--- src/rtl/fp_mul_result_collector.sv ---
// fp_mul_result_collector: 2-entry FIFO for FP32 multiplier results with sticky flags and saturating counters
module fp_mul_result_collector #(
    parameter int COUNT_W = 16
) (
    input  logic               clk,
    input  logic               rst_n,
    input  logic               in_valid,
    output logic               in_ready,
    input  logic [31:0]        in_result,
    input  logic               in_exception,
    input  logic               in_overflow,
    input  logic               in_underflow,
    input  logic               in_invalid,
    output logic               out_valid,
    input  logic               out_ready,
    output logic [31:0]        out_result,
    output logic [3:0]         out_flags,
    input  logic               clear_sticky,
    output logic [3:0]         sticky_flags,
    output logic [COUNT_W-1:0] accept_count,
    output logic [COUNT_W-1:0] invalid_count
);
    typedef enum logic [1:0] {EMPTY, ONE, FULL} state_t;

    state_t             r_state, w_next;
    logic [35:0]        r_head, r_tail;
    logic [3:0]         r_sticky;
    logic [COUNT_W-1:0] r_acc_cnt, r_inv_cnt;
    logic [3:0]         w_in_flags;
    logic [35:0]        w_entry;
    logic               w_accept, w_pop, w_inv;

    assign w_in_flags    = {in_invalid, in_exception, in_overflow, in_underflow};
    assign w_entry       = {in_result, w_in_flags};
    assign in_ready      = r_state != FULL;
    assign out_valid     = r_state != EMPTY;
    assign w_accept      = in_valid && in_ready;
    assign w_pop         = out_valid && out_ready;
    assign w_inv         = w_accept && in_invalid;
    assign {out_result, out_flags} = r_head;
    assign sticky_flags  = r_sticky;
    assign accept_count  = r_acc_cnt;
    assign invalid_count = r_inv_cnt;

    // occupancy next-state decode
    always_comb begin
        w_next = r_state;
        case (r_state)
            EMPTY:   w_next = w_accept ? ONE : EMPTY;
            ONE:     w_next = (w_accept && !w_pop) ? FULL : (!w_accept && w_pop) ? EMPTY : ONE;
            FULL:    w_next = w_pop ? ONE : FULL;
            default: w_next = EMPTY;
        endcase
    end

    // occupancy state register
    always_ff @(posedge clk) begin
        if (!rst_n) r_state <= EMPTY;
        else        r_state <= w_next;
    end

    // head/tail storage: new entry lands in head when it will be the only one, else in tail
    always_ff @(posedge clk) begin
        if (!rst_n) begin
            r_head <= '0;
            r_tail <= '0;
        end else begin
            if (w_accept && (r_state == EMPTY || w_pop)) r_head <= w_entry;
            else if (w_pop && r_state == FULL)          r_head <= r_tail;
            if (w_accept && r_state == ONE && !w_pop)   r_tail <= w_entry;
        end
    end

    // sticky flags and saturating counters; a clear coinciding with an accept keeps only that accept
    always_ff @(posedge clk) begin
        if (!rst_n) begin
            r_sticky  <= '0;
            r_acc_cnt <= '0;
            r_inv_cnt <= '0;
        end else if (clear_sticky) begin
            r_sticky  <= w_accept ? w_in_flags : 4'b0;
            r_acc_cnt <= COUNT_W'(w_accept);
            r_inv_cnt <= COUNT_W'(w_inv);
        end else begin
            r_sticky  <= w_accept ? (r_sticky | w_in_flags) : r_sticky;
            r_acc_cnt <= (w_accept && r_acc_cnt != '1) ? r_acc_cnt + COUNT_W'(1) : r_acc_cnt;
            r_inv_cnt <= (w_inv && r_inv_cnt != '1) ? r_inv_cnt + COUNT_W'(1) : r_inv_cnt;
        end
    end
endmodule

--- config.mk ---
export PLATFORM = sky130hd
export DESIGN_NAME = fp_mul_result_collector
export DESIGN_NICKNAME = d
export VERILOG_FILES = /design/src/rtl/fp_mul_result_collector.sv
export SDC_FILE = /design/constraint.sdc
export NUM_CORES = 1
export LEC_CHECK = 0
export BUFFER_PORTS_ARGS = -buffer_cell sky130_fd_sc_hd__buf_2
export CAP_MARGIN = 20
export CORE_ASPECT_RATIO = 2
export CORE_MARGIN = 8
export CORE_UTILIZATION = 30
export DETAILED_ROUTE_END_ITERATION = 6
export GPL_ROUTABILITY_DRIVEN = 1
export PLACE_DENSITY = 0.54
export SKIP_LAST_GASP = 1
export SYNTH_ARGS = -nofsm -noshare
export SYNTH_HDL_FRONTEND = slang
export SYNTH_SLANG_ARGS = --single-unit
--- constraint.sdc ---
create_clock -name clk -period 2.3 [get_ports clk]
set_input_delay 0.23 -clock clk [delete_from_list [all_inputs] [get_ports clk]]
set_output_delay 0.23 -clock clk [all_outputs]
set_load 0.05 [all_outputs]
==> summary.md <==
| Metric | Value |
|---|---|
| Setup Buffers After CTS | 0 |
| I/O pin total | 115 |
| CP startpoint | invalid_count[0] |
| Distinct cells, synth | 50 |
| Slew headroom | roughly 56% |
| TritonCTS Sinks | 110 |
| #FFs+latches synth | 110 |
| Vias per inst | 5.229 |
| Min-delay worst type | input port to flip-flop |
| GRT Resource Usage Total | 13.69% |
| CP startpoint kind | flip-flop |
| Fin cells | 879 |
| Worst R2R Start | invalid_count[0] |
| Drt first pass iters | 4 |
| Largest net degree at the start of global routing | 49 |
| Number of enable flip-flop cells after synthesis | 0 |
| Multi-input gate area | between 2000 and 3000 µm² |
| Setup TNS | 0 ps |
| Outcome | completed |
| CTS buffer count | 9 |
| Worst-case clock skew | a little over 6 ps |
| Standard-cell rows | between 60 and 70 |
| Pwr Density | 706.2 nW/µm² |
| CTS tree | done |
| Min cycle time layout | a little under 2000 ps |
| Average size of a mapped cell | 8.683 µm² |
| Via count | ~4,600 |
| CTS hold repair buffers | 0 |
| Die Width | 106.4 µm |
| Initial antenna violation count | 0 |
| Detail Route Antenna Nets | 0 |
| Dpl cells | ~860 |
| Max Slew Vio Count | 0 |
| Min-delay src | out_ready |
| Area Growth Syn to Fin | 22.67% |
| Power Total | 4.250 mW |
| Initial DRC count | roughly 240 |
| Sequential share of the synthesized area | around 45% |
| Max Clock Freq | approximately 510 MHz |
| Mapped Cells | about 570 |
| Post-synthesis cell area | roughly 4900 µm² |
| Final Cycle Share | ~85% |
| Leak | 2.254 nW |
| Count of cells resized by post-cts repair | 0 |
| DP Wirelength | between 9000 and 10,000 µm |
| Crit end category | flip-flop |
| Initial Util | 30.47% |
| Worst EP required | approximately 2600 ps |
| Max VDD drop | between 0.0003 and 0.0004 V |
| H-tree lvl count | 3 |
| Main synth FF type | dfxtp_1 |
| Global route overflow | 0 |
| Worst-margin pin slew | approximately 650 ps |
| # port buffers | 114 |
| Seq. cell area | roughly 2200 µm² |
| Hold Vio Cnt, Final | 0 |
| Vias in the first global route | ~4,500 |
| Commonest non-fill, non-tap cell in the layout | nand2_1 |
| Final WL | between 10,000 and 15,000 µm |
| Worst-path clk slew | ~70 ps |
| Unrepaired setup endpoints after global routing | false |
| Placer Congestion | 0.8294 |
| CTS root buf | clkbuf_16 |
| Core box area | roughly 16,000 µm² |
| Fin nets | between 700 and 800 |
| Filler cells | around 1,700 |
| Post-route DRC | 0 |
| Maxcap violations | 0 |
| First-pass GRT wire length | around 23,000 µm |
| Setup Crit Path Kind | flip-flop to flip-flop |
| Synthesized net count | 608 |
| Largest buffer count on any clock path | 2 |
| Arrival time of the worst setup path | about 2200 ps |
| Most frequent cells in the layout | 133 x nand2_1, 114 x buf_2, 110 x dfxtp_1 |
| Die Y | 196.9 µm |
| Final setup violation count | 0 |
| Die area | 20,950 µm² |
| Antenna cells | 0 |
| Synth warnings | 0 |
| Clk_lat worst skew | 350 ps |
| Share of cells above drive strength 1 | between 20% and 30% |
| Worst Path Max Fanout | 6 |
| Post-DR wirelength/cell | 16.27 µm |
| Async SR Flop Fraction | 0% |
metrics by stage:
stage | hold slack [ps] | setup slack (ps) | area [µm²] | util, %
4_1_cts | 104.6 | 356.4 | 6018 | 37.37
6_report | 121.9 | 351.3 | 6018 | 37.37
3_3_place_gp | 437.6 | 420.8 | 5710 | 35.46
3_5_place_dp | 442.4 | 377.1 | 5710 | 35.46
5_1_grt | 119.2 | 128.1 | 6018 | 37.37
2_1_floorplan | 306.1 | 103.4 | 4906 | -
layout make-up:
type,instances,share of cell area [%]
clock buffers,10,3.971
clock inverters,6,1.143
inverters,5,0.3119
multi-input cells,414,42.27
flip-flops and latches,110,36.59
well taps,204,4.241
repair buffers,130,11.48
synthesized netlist by cell type, types with 7 or more instances:
| master | number | share of area [%] |
|---|---|---|
| o221ai_1 | 36 | 6.4 |
| o31ai_1 | 7 | 1.1 |
| dfxtp_1 | 110 | 45 |
| nor2_1 | 9 | 0.69 |
| or4_1 | 7 | 1.1 |
| nand2_1 | 133 | 10 |
| nand3_1 | 15 | 1.5 |
| nand2b_1 | 12 | 1.5 |
| clkbuf_1 | 22 | 1.7 |
| buf_2 | 11 | 1.1 |
| mux2i_1 | 12 | 2.4 |
| nor4_1 | 11 | 1.4 |
| nand4_1 | 11 | 1.4 |
| a21oi_1 | 19 | 1.9 |
| a21boi_0 | 67 | 10 |
registers in the layout, summed over array words and instances (netlist names):
register       cells
r_head            36
r_tail            36
accept_count      16
invalid_count     16
sticky_flags       4
r_state            2
metal layers:
layer	wire length (µm)	vias up	track usage, %
met5	0	-	0
met4	213	0	5.879
met3	840	12	3.893
met2	6456	115	20.99
met1	6795	2181	17.47
li1	-	2288	-
power breakdown:
group | internal (mW) | switching (mW) | leakage [nW]
logic | 0.174 | 0.435 | 1.21
clock network | 0.882 | 0.743 | 0.149
registers | 1.97 | 0.0428 | 0.894
total | 3.03 | 1.22 | 2.25
critical path: stages, from the launching register on:
cell     delay [ps]
dfxtp_1         400
ha_1            230
nand3_1         200
or2_2           390
or4_1           510
a21oi_1         150
path summary, 6_finish.rpt:
check,end,slack (ps),cells after the start
worst min register to register,r_head[28],450,2
worst max register to register,invalid_count[8],350,5
worst min-delay path,r_state[1],120,2
worst max-delay path,invalid_count[8],350,5
logic make-up (layout without fill, tap and decap cells):
kind of cell	after synthesis	after routing	share of synthesized area (%)
compound gates	165	165	25.07
buf+inv	41	151	3.723
mux	12	12	2.448
flops	110	110	44.89
fa+ha+maj	2	2	0.5100
simple gates	235	235	23.36
No activity file was read; power rests on OpenSTA's default activity.
